**config.mk**
```make
export PLATFORM = sky130hd
export DESIGN_NAME = serial_tx
export DESIGN_NICKNAME = d
export VERILOG_FILES = /design/src/rtl/serial_defs.sv /design/src/rtl/serial_tx_fifo.sv /design/src/rtl/serial_tx.sv
export SDC_FILE = /design/constraint.sdc
export NUM_CORES = 1
export LEC_CHECK = 0
export BUFFER_PORTS_ARGS = -buffer_cell sky130_fd_sc_hd__buf_2
export CAP_MARGIN = 10
export CORE_ASPECT_RATIO = 0.5
export CORE_UTILIZATION = 50
export CTS_BUF_LIST = sky130_fd_sc_hd__clkbuf_16
export DETAILED_ROUTE_END_ITERATION = 10
export PLACE_DENSITY_LB_ADDON = 0.25
export SETUP_SLACK_MARGIN = 0.05
export SYNTH_ARGS = -nofsm -noshare
export SYNTH_HDL_FRONTEND = slang
export SYNTH_SLANG_ARGS = --single-unit
```
**constraint.sdc**
```tcl
create_clock -name clk -period 3.1 [get_ports clk]
set_clock_uncertainty 0.2 [all_clocks]
set_input_delay 0.465 -clock clk [delete_from_list [all_inputs] [get_ports clk]]
set_output_delay 0.465 -clock clk [all_outputs]
set_load 0.005 [all_outputs]
```
**src/rtl/serial_defs.sv**
```systemverilog
// Register map, status layout and shared encodings for the serial transmitter and receiver.
package serial_defs;

    localparam int   DEFAULT_CLKS_PER_BIT = 434;  // 115200 baud from a 50 MHz clock
    localparam int   DATA_BITS            = 8;

    localparam logic ADDR_DATA   = 1'b0;
    localparam logic ADDR_STATUS = 1'b1;

    localparam int   STATUS_READY_BIT    = 0;
    localparam int   STATUS_IDLE_BIT     = 1;
    localparam int   STATUS_OVERFLOW_BIT = 2;

    typedef enum logic [1:0] {
        IDLE  = 2'd0,
        START = 2'd1,
        DATA  = 2'd2,
        STOP  = 2'd3
    } tx_state_e;

endpackage

```
**src/rtl/serial_tx_fifo.sv**
```systemverilog
// Power-of-two transmit FIFO with show-ahead read data; overflowing pushes and empty pops are ignored.
module serial_tx_fifo #(
    parameter int DEPTH_LOG2 = 2,
    parameter int WIDTH      = 8
) (
    input  logic                  clk,
    input  logic                  reset,
    input  logic                  push_i,
    input  logic                  pop_i,
    input  logic [WIDTH-1:0]      wdata_i,
    output logic [WIDTH-1:0]      rdata_o,
    output logic                  full_o,
    output logic                  empty_o,
    output logic [DEPTH_LOG2:0]   count_o
);

    localparam int DEPTH = 2 ** DEPTH_LOG2;

    logic [WIDTH-1:0]      mem_q [DEPTH];
    logic [DEPTH_LOG2-1:0] wr_ptr_q, rd_ptr_q;
    logic [DEPTH_LOG2:0]   count_q;
    logic                  do_push, do_pop;

    assign full_o  = (count_q == (DEPTH_LOG2 + 1)'(DEPTH));
    assign empty_o = (count_q == '0);
    assign count_o = count_q;
    assign rdata_o = mem_q[rd_ptr_q];

    assign do_push = push_i & ~full_o;
    assign do_pop  = pop_i & ~empty_o;

    // NOTE: the storage array has no reset; pointers and count alone define which entries are valid.
    always_ff @(posedge clk) begin
        if (do_push) begin
            mem_q[wr_ptr_q] <= wdata_i;
        end
    end

    // NOTE: sequential state uses non-blocking assignments so every register samples pre-edge values.
    always_ff @(posedge clk or posedge reset) begin
        if (reset) begin
            wr_ptr_q <= '0;
            rd_ptr_q <= '0;
            count_q  <= '0;
        end else begin
            if (do_push) wr_ptr_q <= wr_ptr_q + 1'b1;
            if (do_pop)  rd_ptr_q <= rd_ptr_q + 1'b1;
            case ({do_push, do_pop})
                2'b10:   count_q <= count_q + 1'b1;
                2'b01:   count_q <= count_q - 1'b1;
                default: count_q <= count_q;
            endcase
        end
    end

endmodule

```
**src/rtl/serial_tx.sv**
```systemverilog
// Bus-programmed 8N1 serial transmitter: data writes fill a FIFO, the FSM shifts bytes out LSB first on txd.
module serial_tx
    import serial_defs::*;
#(
    parameter int CLKS_PER_BIT    = DEFAULT_CLKS_PER_BIT,
    parameter int FIFO_DEPTH_LOG2 = 2
) (
    input  logic       clk,
    input  logic       reset,
    input  logic       en,
    input  logic       wr,
    input  logic       addr,
    input  logic [7:0] data_in,
    output logic [7:0] data_out,
    output logic       txd
);

    localparam int                BAUD_W    = $clog2(CLKS_PER_BIT + 1);
    localparam logic [BAUD_W-1:0] BAUD_LAST = BAUD_W'(CLKS_PER_BIT - 1);

    tx_state_e              state_q, state_d;
    logic [BAUD_W-1:0]      baud_q, baud_d;
    logic [2:0]             bit_q, bit_d;
    logic [DATA_BITS-1:0]   shift_q, shift_d;
    logic                   txd_q, txd_d;
    logic                   overflow_q, overflow_d;

    logic                   data_wr, status_rd, baud_done;
    logic                   fifo_push, fifo_pop, fifo_full, fifo_empty;
    logic [DATA_BITS-1:0]   fifo_head;
    logic [FIFO_DEPTH_LOG2:0] fifo_count;
    logic [7:0]             status;

    assign data_wr   = en & wr & (addr == ADDR_DATA);
    assign status_rd = en & ~wr & (addr == ADDR_STATUS);
    // Fullness is the pre-edge value, so a write into a full FIFO drops even if a pop frees a slot.
    assign fifo_push = data_wr & ~fifo_full;
    assign baud_done = (baud_q == BAUD_LAST);

    serial_tx_fifo #(
        .DEPTH_LOG2 (FIFO_DEPTH_LOG2),
        .WIDTH      (DATA_BITS)
    ) u_fifo (
        .clk     (clk),
        .reset   (reset),
        .push_i  (fifo_push),
        .pop_i   (fifo_pop),
        .wdata_i (data_in),
        .rdata_o (fifo_head),
        .full_o  (fifo_full),
        .empty_o (fifo_empty),
        .count_o (fifo_count)
    );

    // NOTE: every always_comb output gets a default first, so no path can infer a latch.
    always_comb begin
        state_d  = state_q;
        baud_d   = baud_done ? '0 : baud_q + 1'b1;
        bit_d    = bit_q;
        shift_d  = shift_q;
        fifo_pop = 1'b0;
        case (state_q)
            IDLE: begin
                baud_d = '0;
                if (!fifo_empty) begin
                    fifo_pop = 1'b1;
                    shift_d  = fifo_head;
                    state_d  = START;
                end
            end
            START: begin
                if (baud_done) begin
                    bit_d   = '0;
                    state_d = DATA;
                end
            end
            DATA: begin
                if (baud_done) begin
                    shift_d = {1'b0, shift_q[DATA_BITS-1:1]};
                    if (bit_q == 3'd7) state_d = STOP;
                    else               bit_d   = bit_q + 3'd1;
                end
            end
            STOP: begin
                if (baud_done) begin
                    if (!fifo_empty) begin
                        fifo_pop = 1'b1;
                        shift_d  = fifo_head;
                        state_d  = START;
                    end else begin
                        state_d  = IDLE;
                    end
                end
            end
            default: state_d = IDLE;
        endcase

        // txd is computed from the next state so the line changes on the same edge as the FSM.
        txd_d = 1'b1;
        if (state_d == START)     txd_d = 1'b0;
        else if (state_d == DATA) txd_d = shift_d[0];

        overflow_d = overflow_q;
        if (status_rd)              overflow_d = 1'b0;
        if (data_wr && fifo_full)   overflow_d = 1'b1;
    end

    always_ff @(posedge clk or posedge reset) begin
        if (reset) begin
            state_q    <= IDLE;
            baud_q     <= '0;
            bit_q      <= '0;
            shift_q    <= '0;
            txd_q      <= 1'b1;
            overflow_q <= 1'b0;
        end else begin
            state_q    <= state_d;
            baud_q     <= baud_d;
            bit_q      <= bit_d;
            shift_q    <= shift_d;
            txd_q      <= txd_d;
            overflow_q <= overflow_d;
        end
    end

    always_comb begin
        status                      = 8'h00;
        status[STATUS_READY_BIT]    = ~fifo_full;
        status[STATUS_IDLE_BIT]     = (fifo_count == '0) && (state_q == IDLE);
        status[STATUS_OVERFLOW_BIT] = overflow_q;
        data_out = (addr == ADDR_STATUS) ? status : 8'h00;
    end

    assign txd = txd_q;

endmodule

```
==> reports/metrics.csv, run 1 <==
stage,metric,value,unit
synth,Ys Warns,0,
sta,relative slew slack,0.5338,
min_path,Hold WC Path Type,input pin to asynchronous set/reset pin,
synth,share of the yosys chip area belonging to registers,0.5637,
floorplanning,DIE WIDTH,113.1,microns
clocking,setup bufs post-CTS,0,
grt,initial antenna violation count,0,
placement,Inst Count DP,321,
placement,Placer Congestion,0.8092,
clocking,Root Buffer,clkbuf_16,
worst_setup_path,WP data arrival,2.88,ns
final_layout,layout cells sized above 1,0.2197,
grt,first-pass GRT wire length,9259,microns
floorplanning,core area,0.005705,sq mm
sta,WHS,0.008201,ns
final_layout,fin nets,287,
detailed_routing,Routed Antenna Nets,0,
placement,dpl hpwl,3815,microns
floorplanning,row cnt,19,
final_layout,area delta synth->final,15.38,%
floorplanning,Die H,57.53,microns
clocking,clk_lat worst skew,0.33,ns
worst_setup_path,crit path launch type,flip-flop,
clocking,Clock Path Buffers,2,
grt,total track usage,0.1996,
sta,unrepaired setup endpoints after global routing,no,
final_layout,"commonest non-fill, non-tap cell in the layout",edfxtp_1,
detailed_routing,DR pass1 iterations,4,
synth,"Top FF cell, synth",edfxtp_1,
final_layout,non-filler instance count after layout,337,
clocking,TritonCTS buffer count,9,
sta,Slew Limit Fails,0,
floorplanning,Ports,22,
final_layout,most frequent cells in the layout,"32 x edfxtp_1, 30 x dfrtp_1, 21 x nand2_1",
clocking,Post-CTS Resized,0,
grt,grt total ovfl,0,
sta,final period utilization,0.9119,
power_and_ir_drop,worst vdd ir,0.6584,mV
sta,Total Neg Setup Slack,0,ns
flow_run,max cap viols,0,
final_layout,Diodes inserted,0,
power_and_ir_drop,Leakage,0.001401,uW
synth,mapped cell area,0.003083,sq mm
clocking,Post-CTS Hold Buffers,0,
placement,port bufs,16,
synth,asr flop ratio synth,0.4921,
run_status,run status,"finished, final reports clean",
detailed_routing,via count,1932,
detailed_routing,routed len/inst,16.51,microns
worst_setup_path,FF-to-FF Start,baud_q[2]$_DFF_PP0_,
worst_setup_path,Worst Setup Path Type,flip-flop to flip-flop,
worst_setup_path,Worst Path Max Fanout,6,
synth,Netlist cell types,51,
sta,Worst-Margin Slew,0.6993,ns
final_layout,filler instances,416,
power_and_ir_drop,Pwr Total,3108,uW
detailed_routing,Routed WL,5563,microns
floorplanning,full die area,0.006503,sq mm
clocking,clock sink count,63,
grt,pin count of the biggest net entering global routing,32,
synth,"EDFF count, synth",32,
detailed_routing,# DRC,0,
sta,Tmin final,2.827,ns
clocking,clock slew at reported path FFs,0.06,ns
floorplanning,Initial Util,0.5404,
worst_setup_path,R2R Setup Slk,0.27,ns
worst_setup_path,worst endpoint required time,3.16,ns
synth,Syn Inst Count,235,
final_layout,post-layout util,0.6235,
worst_setup_path,R2R cell count,9,
sta,"Setup violations, final",0,
clocking,H-tree depth,3,
power_and_ir_drop,Pwr Density,873.6,mW/mm^2
detailed_routing,DR iter-0 viols,141,
sta,"Hold Vio Cnt, Final",0,
worst_setup_path,Setup crit end kind,flip-flop,
worst_setup_path,reg-to-reg critical path endpoint,u_fifo.count_o[2]$_DFFE_PP0P_,
synth,post-synthesis area per instance,13.12,sq um
detailed_routing,via/cell ratio,5.733,
grt,vias in the first global route,1949,
clocking,CTS tree,done,
synth,"FF+latch count, synth",63,
sta,fmax,353.8,MHz
-- flip-flops by register name, summed over array words and instances (netlist names) --
signal,flops
txd,1
u_fifo.wr_ptr_q,2
shift_q,8
u_fifo.count_o,3
state_q,2
bit_q,3
u_fifo.mem_q,32
u_fifo.rd_ptr_q,2
baud_q,9
overflow_q,1
-- critical path: stages, from the launching register on --
cell and delay (ns):
dfrtp_1 0.45, nor4b_2 0.48, a31oi_2 0.18, nor3_2 0.32, ha_1 0.24, inv_1 0.06
fa_1 0.38, xor2_1 0.15, nor2_1 0.13, xor2_1 0.16
-- layout make-up --
| class | instances | area [sq um] | area share |
|---|---|---|---|
| clock buffer | 9 | 225.2 | 0.06331 |
| clock inverter | 7 | 102.6 | 0.02884 |
| inverter | 14 | 52.55 | 0.01477 |
| multi-input combinational | 151 | 1237 | 0.3479 |
| sequential | 63 | 1738 | 0.4886 |
| tap | 73 | 91.34 | 0.02568 |
| timing repair buffer | 20 | 110.1 | 0.03095 |
-- through the flow --
stage               instance area [sq um]  setup slack [ns]
floorplan                            3098            0.4413
global placement                     3229            0.4653
detailed placement                   3229            0.3302
CTS                                  3557            0.3027
global route                         3557           0.08834
finish                               3557            0.2732
-- where the power goes --
part | internal (uW) | switching [uW]
logic | 361 | 436
clock network | 712 | 386
registers | 1040 | 177
total | 2110 | 998
-- cells by family (layout without fill, tap and decap cells) --
| logic type | after synthesis | in the layout | synth area share |
|---|---|---|---|
| simple gates | 71 | 71 | 0.1226 |
| flops | 63 | 63 | 0.5637 |
| compound gates | 37 | 37 | 0.1076 |
| buf+inv | 25 | 50 | 0.03977 |
| fa+ha+maj | 15 | 15 | 0.06331 |
| xor+xnor | 13 | 13 | 0.03693 |
| mux | 10 | 10 | 0.06493 |
| other cells | 1 | 5 | 0.001216 |
-- how the worst max path moves through the flow --
| stage | from | cells past startpoint | to | slack [ns] |
|---|---|---|---|---|
| floorplan | baud_q[2]$_DFF_PP0_ | 9 | u_fifo.count_o[2]$_DFFE_PP0P_ | 0.44 |
| global placement | baud_q[2]$_DFF_PP0_ | 9 | u_fifo.count_o[2]$_DFFE_PP0P_ | 0.47 |
| detailed placement | baud_q[2]$_DFF_PP0_ | 9 | u_fifo.count_o[2]$_DFFE_PP0P_ | 0.33 |
| CTS | baud_q[2]$_DFF_PP0_ | 9 | u_fifo.count_o[2]$_DFFE_PP0P_ | 0.30 |
| global route | baud_q[2]$_DFF_PP0_ | 9 | u_fifo.count_o[2]$_DFFE_PP0P_ | 0.09 |
| finish | baud_q[2]$_DFF_PP0_ | 9 | u_fifo.count_o[2]$_DFFE_PP0P_ | 0.27 |
-- cells in the mapped netlist, drive strengths merged, types with 3 or more instances --
| cell | number | share of area |
|---|---|---|
| edfxtp | 32 | 0.31 |
| dfrtp | 30 | 0.24 |
| nand2 | 22 | 0.028 |
| nor2 | 18 | 0.024 |
| ha | 14 | 0.057 |
| inv | 14 | 0.017 |
| a2111oi | 8 | 0.037 |
| buf | 8 | 0.019 |
| mux4 | 8 | 0.058 |
| xnor2 | 8 | 0.023 |
| nor3 | 7 | 0.015 |
| o21ai | 7 | 0.011 |
| a221o | 6 | 0.019 |
| and2 | 5 | 0.010 |
| xor2 | 5 | 0.014 |
| a21oi | 4 | 0.0077 |
| a22oi | 3 | 0.0073 |
| clkbuf | 3 | 0.0037 |
| nand3 | 3 | 0.0049 |
-- routing by layer --
metal,global-route usage,vias to the layer above,wire (microns)
li1,-,910,-
met4,0.07895,0,62
met2,0.3313,37,2751
met5,0,-,0
met3,0.07651,9,246
met1,0.2397,976,2503
Power figures use the tool's default switching activity.
==> inputs of run 2 (changes only) <==
--- a/config.mk
+++ b/config.mk
@@ -11,8 +11,11 @@
 export CORE_UTILIZATION = 50
 export CTS_BUF_LIST = sky130_fd_sc_hd__clkbuf_16
 export DETAILED_ROUTE_END_ITERATION = 10
+export HOLD_SLACK_MARGIN = 0.1
 export PLACE_DENSITY_LB_ADDON = 0.25
+export RECOVER_POWER = 100
 export SETUP_SLACK_MARGIN = 0.05
+export SKIP_CTS_REPAIR_TIMING = 1
 export SYNTH_ARGS = -nofsm -noshare
 export SYNTH_HDL_FRONTEND = slang
 export SYNTH_SLANG_ARGS = --single-unit
==> run 2 against run 1 <==
The run now ends with max-capacitance violations, max-slew violations left. Clock-buffer cell count unchanged. First-iteration DRC count increased by 17%. Register-to-register slack better by 0.04 ns. Routed wire length rose by 2.2%. Combinational power fell by 2%. Setup slack gained 0.044 ns. Final area is 1.3% lower. Non-clock buffer count grew 1. Sequential share of layout area grew 0.63 points. Clock power barely moved. Critical path depth is the same.
==> reports/metrics.csv, run 2 (synthesis results as in run 1) <==
stage,metric,value,unit,change
run_status,run status,"finished, violations left",,
run_status,failing checks,"max-capacitance violations, max-slew violations",,
detailed_routing,Routed WL,5683,microns,+2.2%
grt,grt total ovfl,0,,unchanged
sta,Total Neg Setup Slack,0,ns,unchanged
worst_setup_path,WP buf/inv,1,,unchanged
final_layout,area occupied by multi-input gates,0.001201,sq mm,-2.9%
floorplanning,Initial Util,0.5404,,unchanged
placement,dpl hpwl,3815,microns,unchanged
clocking,clock sink count,63,,unchanged
power_and_ir_drop,Pwr Density,878.0,mW/mm^2,+0.51%
worst_setup_path,crit path launch type,flip-flop,,
detailed_routing,routed len/inst,16.81,microns,+1.9%
floorplanning,Die H,57.53,microns,unchanged
placement,Placer Congestion,0.8092,,unchanged
placement,port bufs,16,,unchanged
final_layout,filler instances,432,,+3.8%
final_layout,Diodes inserted,0,,unchanged
worst_setup_path,largest stage delay on the critical path,0.45,ns,-0.03 ns
final_layout,fin nets,288,,+0.35%
final_layout,Reg with most FFs,u_fifo.mem_q,,
clocking,TritonCTS buffer count,9,,unchanged
sta,Slew Limit Fails,32,,+32
floorplanning,full die area,0.006503,sq mm,unchanged
placement,Placed Instance Area,0.003229,sq mm,unchanged
worst_setup_path,Worst Path Max Fanout,6,,unchanged
floorplanning,core area,0.005705,sq mm,unchanged
sta,"Hold Vio Cnt, Final",0,,unchanged
worst_setup_path,crit-path most repeated cell,xor2_1,,
worst_setup_path,WP data arrival,2.84,ns,-0.04 ns
power_and_ir_drop,worst vdd ir,0.6581,mV,about the same
sta,final period utilization,0.8978,,-0.01409
clocking,H-tree depth,3,,unchanged
min_path,Hold WC Path Type,input pin to flip-flop,,
final_layout,design area,0.003512,sq mm,-1.3%
worst_setup_path,Setup crit end kind,flip-flop,,
clocking,clk_lat worst skew,0.33,ns,about the same
flow_run,max cap viols,1,,+1
grt,first-pass GRT wire length,9259,microns,unchanged
detailed_routing,via count,1935,,+0.16%
detailed_routing,via/cell ratio,5.725,,-0.14%
sta,Tmin final,2.783,ns,-0.04368 ns
final_layout,layout cells sized above 1,0.1585,,-0.06121
grt,pin count of the biggest net entering global routing,32,,unchanged
detailed_routing,DR pass1 iterations,4,,unchanged
grt,initial antenna violation count,0,,unchanged
final_layout,area delta synth->final,13.92,%,
worst_setup_path,worst endpoint required time,3.16,ns,about the same
grt,vias in the first global route,1949,,unchanged
final_layout,biggest regs,"u_fifo.mem_q (32), baud_q (9), shift_q (8)",,
power_and_ir_drop,Leakage,0.001365,uW,-2.5%
sta,unrepaired setup endpoints after global routing,no,,
detailed_routing,Routed Antenna Nets,0,,unchanged
clocking,CTS tree,done,,
worst_setup_path,worst-path cell chain,nor4b_2 > a31oi_1 > nor3_2 > ha_1 > inv_1 > fa_1 > xor2_1 > nor2_1 > xor2_1,,
clocking,Root Buffer,clkbuf_16,,
worst_setup_path,Worst Setup Path Type,flip-flop to flip-flop,,
clocking,Clock Path Buffers,2,,unchanged
final_layout,"commonest non-fill, non-tap cell in the layout",edfxtp_1,,
floorplanning,Ports,22,,unchanged
worst_setup_path,"Slowest-stage cell, CP",dfrtp_1,,
grt,total track usage,0.1996,,unchanged
detailed_routing,# DRC,0,,unchanged
final_layout,max reg flops,32,,unchanged
clocking,clock slew at reported path FFs,0.06,ns,about the same
final_layout,register area,0.001738,sq mm,unchanged
sta,"Setup violations, final",0,,unchanged
floorplanning,DIE WIDTH,113.1,microns,unchanged
worst_setup_path,kind of cell adding the most delay to the critical path,simple AND/OR/NAND/NOR gates,,
sta,fmax,359.3,MHz,+1.6%
final_layout,most frequent cells in the layout,"32 x edfxtp_1, 30 x dfrtp_1, 22 x nand2_1",,
floorplanning,row cnt,19,,unchanged
sta,relative slew slack,-0.2027,,-0.7365
sta,Worst-Margin Slew,1.804,ns,+1.105 ns
detailed_routing,DR iter-0 viols,165,,+17%
[run 2: cell types whose count changed in the layout (fill, tap and decap cells not counted), sizes merged]
cell,change
buf,-12
clkbuf,+12
dlygate4sd3,+1
[run 2: final timing paths]
kind / cells past startpoint / to / start / slack (ns)
setup / recovery: 9 / u_fifo.count_o[2]$_DFFE_PP0P_ / baud_q[2]$_DFF_PP0_ / 0.32
hold / removal: 1 / u_fifo.mem_q[0][3]$_DFFE_PP_ / data_in[3] / 0.18
setup reg to reg: 9 / u_fifo.count_o[2]$_DFFE_PP0P_ / baud_q[2]$_DFF_PP0_ / 0.32
hold reg to reg: 1 / baud_q[0]$_DFF_PP0_ / baud_q[0]$_DFF_PP0_ / 0.31
max in group asynchronous: 4 / shift_q[6]$_DFFE_PP0P_ / reset / 0.51
min in group asynchronous: 4 / baud_q[5]$_DFF_PP0_ / reset / 1.14
[run 2: power breakdown]
part           switching [uW]  leakage (uW)  internal [uW]
Sequential                173      0.000688           1040
Clock                     384      0.000157            712
Combinational             428      0.000520            349
[run 2: stage by stage]
step | hold WS [ns] | total power, uW | std cells | setup slack [ns] | util
3_5_place_dp | 0.3072 | 2026 | 321 | 0.3302 | 0.5660
6_report | 0.1820 | 3084 | 338 | 0.3168 | 0.6156
4_1_cts | 0.01126 | 3130 | 337 | 0.3027 | 0.6235
3_3_place_gp | 0.2855 | 1990 | 321 | 0.4653 | 0.5660
2_1_floorplan | 0.2731 | 1819 | 239 | 0.4413 | -
5_1_grt | 0.1867 | 3270 | 338 | 0.1269 | 0.6156
[run 2: metal layers]
layer  global-route usage  wire length [microns]  vias to the layer above
met4              0.07895                     34                        0
li1                     -                      -                      910
met2               0.3313                   2827                       45
met3              0.07651                    285                        5
met5                    0                      0                        -
met1               0.2397                   2536                      975
[run 2: worst reg2reg max path, cell delays in order (launching register included)]
cell and delay [ns]:
dfrtp_1 0.45, nor4b_2 0.41, a31oi_1 0.20, nor3_2 0.31, ha_1 0.24, inv_1 0.06, fa_1 0.38, xor2_1 0.16
nor2_1 0.13, xor2_1 0.16
[run 2: final cells by class]
class,count,share of cell area
clock buffers,9,0.06413
inverters,14,0.01496
clock inverters,7,0.02921
well taps,73,0.02601
flip-flops and latches,63,0.4948
multi-input cells,151,0.3420
repair buffers,21,0.02886
==> inputs of run 3 (changes only) <==
--- a/config.mk
+++ b/config.mk
@@ -5,7 +5,8 @@
 export SDC_FILE = /design/constraint.sdc
 export NUM_CORES = 1
 export LEC_CHECK = 0
-export BUFFER_PORTS_ARGS = -buffer_cell sky130_fd_sc_hd__buf_2
+export ABC_AREA = 1
+export BUFFER_PORTS_ARGS = -buffer_cell sky130_fd_sc_hd__clkbuf_2
 export CAP_MARGIN = 10
 export CORE_ASPECT_RATIO = 0.5
 export CORE_UTILIZATION = 50
==> run 3 against run 2 <==
The run ends with design-rule violations, max-capacitance violations, max-slew violations left. Sequential power is 19% lower. Cell count is 36% higher. Maximum frequency is 1.4% higher. Critical path type unchanged. Highest routed layer unchanged.
==> reports/metrics.csv, run 3 <==
stage,metric,value,unit,change
run_status,run status,"finished, violations left",,
run_status,failing checks,"design-rule violations, max-capacitance violations, max-slew violations",,
synth,post-synthesis adder-cell area fraction,0.06198,,-0.001333
flow_run,max cap viols,1,,unchanged
final_layout,fin nets,393,,+36%
worst_setup_path,crit path launch type,flip-flop,,
sta,"Hold Vio Cnt, Final",0,,unchanged
synth,Ys Warns,0,,unchanged
synth,Synth top area share,0.3051,,-0.006563
detailed_routing,# DRC,2,,+2
floorplanning,core area,0.006081,sq mm,+6.6%
placement,Placer Congestion,0.8434,,+4.2%
final_layout,biggest regs,"u_fifo.mem_q (32), baud_q (9), shift_q (8)",,
synth,simple-gate share of the synthesized area,0.2078,,+0.08522
min_path,worst hold endpoint,u_fifo.mem_q[0][0]$_DFFE_PP_,,
detailed_routing,DR iter-0 viols,82,,-50%
final_layout,Diodes inserted,0,,unchanged
power_and_ir_drop,Leakage,0.001580,uW,+16%
grt,total track usage,0.1993,,-0.0002762
sta,Tmin final,2.746,ns,-0.03751 ns
grt,first-pass GRT wire length,9770,microns,+5.5%
synth,"EDFF count, synth",32,,unchanged
placement,Placed Instance Area,0.003333,sq mm,+3.2%
floorplanning,DIE WIDTH,114.2,microns,+1.0%
synth,xor/xnor cell area share of the yosys netlist,0.02225,,-0.01468
worst_setup_path,Setup crit end kind,flip-flop,,
worst_setup_path,FF-to-FF Start,baud_q[1]$_DFF_PP0_,,
grt,grt total ovfl,0,,unchanged
sta,relative slew slack,-0.1055,,+0.09725
clocking,TritonCTS buffer count,9,,unchanged
synth,"Top FF cell, synth",edfxtp_1,,
floorplanning,Ports,22,,unchanged
min_path,Hold WC Path Type,input pin to flip-flop,,
worst_setup_path,Worst Setup Path Type,flip-flop to flip-flop,,
worst_setup_path,reg-to-reg critical path endpoint,u_fifo.count_o[2]$_DFFE_PP0P_,,
power_and_ir_drop,Pwr Density,644.0,mW/mm^2,-27%
placement,port bufs,16,,unchanged
min_path,hold path cells,1,,unchanged
floorplanning,Initial Util,0.5179,,-0.02245
synth,Synth Area in Compound Gates,0.08621,,-0.02133
worst_setup_path,worst-path cell chain,inv_1 > ha_1 > nand2_1 > nor2_1 > nand2_1 > o21ai_4 > nand2_4 > inv_1 > ha_1 > inv_1 > fa_1 > a21oi_1 > o21ai_0 > xor2_1,,
worst_setup_path,largest stage delay on the critical path,0.39,ns,-0.06 ns
sta,unrepaired setup endpoints after global routing,no,,
worst_setup_path,R2R Setup Slk,0.35,ns,+0.04 ns
floorplanning,Die H,58.12,microns,+1.0%
synth,largest area contributor in the netlist,edfxtp_1,,
grt,initial antenna violation count,0,,unchanged
final_layout,Reg with most FFs,u_fifo.mem_q,,
grt,pin count of the biggest net entering global routing,32,,unchanged
synth,asr flop ratio synth,0.4921,,unchanged
clocking,clock sink count,63,,unchanged
sta,Worst-Margin Slew,1.658,ns,-0.1459 ns
sta,Total Neg Setup Slack,0,ns,unchanged
final_layout,most frequent cells in the layout,"72 x nand2_1, 52 x nor2_1, 34 x inv_1",,
sta,Slew Limit Fails,32,,unchanged
min_path,worst hold start,data_in[0],,
sta,fmax,364.2,MHz,+1.4%
detailed_routing,DR pass1 iterations,7,,+3
synth,post-synthesis area per instance,9.317,sq um,-29%
detailed_routing,Routed Antenna Nets,0,,unchanged
worst_setup_path,WP data arrival,2.75,ns,-0.09 ns
synth,multiplexer area fraction after synthesis,0.003576,,-0.06136
detailed_routing,via count,2262,,+17%
final_layout,"commonest non-fill, non-tap cell in the layout",nand2_1,,
clocking,H-tree depth,3,,unchanged
detailed_routing,via/cell ratio,4.939,,-14%
synth,"top cells by area, synth","edfxtp_1 31%, dfrtp_1 24%, nand2_1 8.5%",,
synth,most frequent cell after synthesis,nand2_1,,
synth,"FF+latch count, synth",63,,unchanged
synth,Syn Inst Count,338,,+44%
detailed_routing,routed len/inst,12.67,microns,-25%
worst_setup_path,"Slowest-stage cell, CP",dfrtp_1,,
grt,vias in the first global route,2130,,+9.3%
placement,dpl hpwl,3917,microns,+2.7%
clocking,CTS tree,done,,
clocking,Clock Path Buffers,2,,unchanged
final_layout,layout cells sized above 1,0.1027,,-0.05579
worst_setup_path,R2R cell count,14,,+5
final_layout,area delta synth->final,14.86,%,
detailed_routing,Routed WL,5803,microns,+2.1%
worst_setup_path,Worst Path Max Fanout,9,,+3
sta,final period utilization,0.8857,,-0.01210
worst_setup_path,crit-path most repeated cell,inv_1,,
clocking,clock slew at reported path FFs,0.06,ns,about the same
worst_setup_path,worst endpoint required time,3.10,ns,-0.06 ns
synth,share of the yosys chip area belonging to registers,0.5518,,-0.01187
final_layout,max reg flops,32,,unchanged
synth,Netlist cell types,32,,-37%
sta,"Setup violations, final",0,,unchanged
floorplanning,full die area,0.006639,sq mm,+2.1%
final_layout,design area,0.003617,sq mm,+3.0%
power_and_ir_drop,worst vdd ir,0.3705,mV,-44%
clocking,Root Buffer,clkbuf_16,,
synth,Commonest cells post-synth,"71 x nand2_1, 50 x nor2_1, 33 x inv_1",,
clocking,clk_lat worst skew,0.33,ns,about the same
floorplanning,row cnt,20,,+1
synth,main combinational cell family by area after synthesis,simple AND/OR/NAND/NOR gates,,
synth,mapped cell area,0.003149,sq mm,+2.2%
==> run 3: cell types whose count changed in the layout (fill, tap and decap cells not counted), sizes merged, moves of 6 or more <==
cell,delta
nand2,+52
nor2,+38
o21ai,+31
inv,+24
nand3,+13
clkbuf,+9
a2111oi,-8
mux4,-8
buf,-7
a221o,-6
xnor2,-6
==> run 3: final cells by class <==
cell class                 instances  area, sq um
inverter                          37        138.9
fill                             514         2464
timing repair buffer              23        105.1
tap                               88        110.1
clock inverter                     7        100.1
clock buffer                       9        225.2
multi-input combinational        231         1200
sequential                        63         1738
==> run 3: cell families (layout without fill, tap and decap cells) <==
kind of cell | Yosys count | count (layout)
flip-flops | 63 | 63
multiplexers | 1 | 1
other | 1 | 5
AND/OR/NAND/NOR | 153 | 153
XOR/XNOR | 8 | 8
AO/OA/AOI/OAI | 49 | 49
buffers and inverters | 48 | 76
adder cells (fa/ha/maj) | 15 | 15
==> run 3: per-layer routing <==
metal  routed length [microns]  share of wire  GRT usage
met1                      2747           0.47     0.2476
met4                        94          0.016    0.09276
met5                         0              0          0
met2                      2748           0.47     0.3299
met3                       213          0.037    0.05649
==> run 3: worst max-delay path by stage <==
stage                                    end  depth (start not counted)  slack, ns                 from
6_report       u_fifo.count_o[2]$_DFFE_PP0P_                         14       0.35  baud_q[1]$_DFF_PP0_
3_3_place_gp   u_fifo.count_o[2]$_DFFE_PP0P_                         14       0.52  baud_q[1]$_DFF_PP0_
3_5_place_dp   u_fifo.count_o[2]$_DFFE_PP0P_                         14       0.48  baud_q[1]$_DFF_PP0_
4_1_cts        u_fifo.count_o[2]$_DFFE_PP0P_                         14       0.45  baud_q[1]$_DFF_PP0_
2_1_floorplan  u_fifo.count_o[2]$_DFFE_PP0P_                         14       0.64  baud_q[1]$_DFF_PP0_
5_1_grt        u_fifo.count_o[2]$_DFFE_PP0P_                         14       0.13  baud_q[1]$_DFF_PP0_
==> run 3: critical path: cells and delay by family (launching register included) <==
| kind | cells | cell delay, ns |
|---|---|---|
| xor+xnor | 1 | 0.15 |
| compound gates | 3 | 0.56 |
| fa+ha+maj | 3 | 0.64 |
| buf+inv | 3 | 0.19 |
| simple gates | 4 | 0.46 |
| flops | 1 | 0.39 |
==> run 3: report_power, final <==
| group | switching (uW) | total [uW] | internal (uW) |
|---|---|---|---|
| logic | 174 | 256 | 82.3 |
| clock network | 381 | 1090 | 713 |
| registers | 37.5 | 980 | 942 |
| total | 592 | 2330 | 1740 |
==> run 3: metrics by stage <==
step                        util  power (uW)  instances  hold slack, ns  setup WS (ns)
after global placement    0.5481        1236        441          0.2725         0.5202
after global routing      0.5949        2430        458          0.1986         0.1260
after CTS                 0.6016        2355        457        0.001253         0.4547
after detailed placement  0.5481        1258        441          0.2831         0.4817
after floorplan                -        1163        342          0.2559         0.6390
final                     0.5949        2330        458          0.1879         0.3543
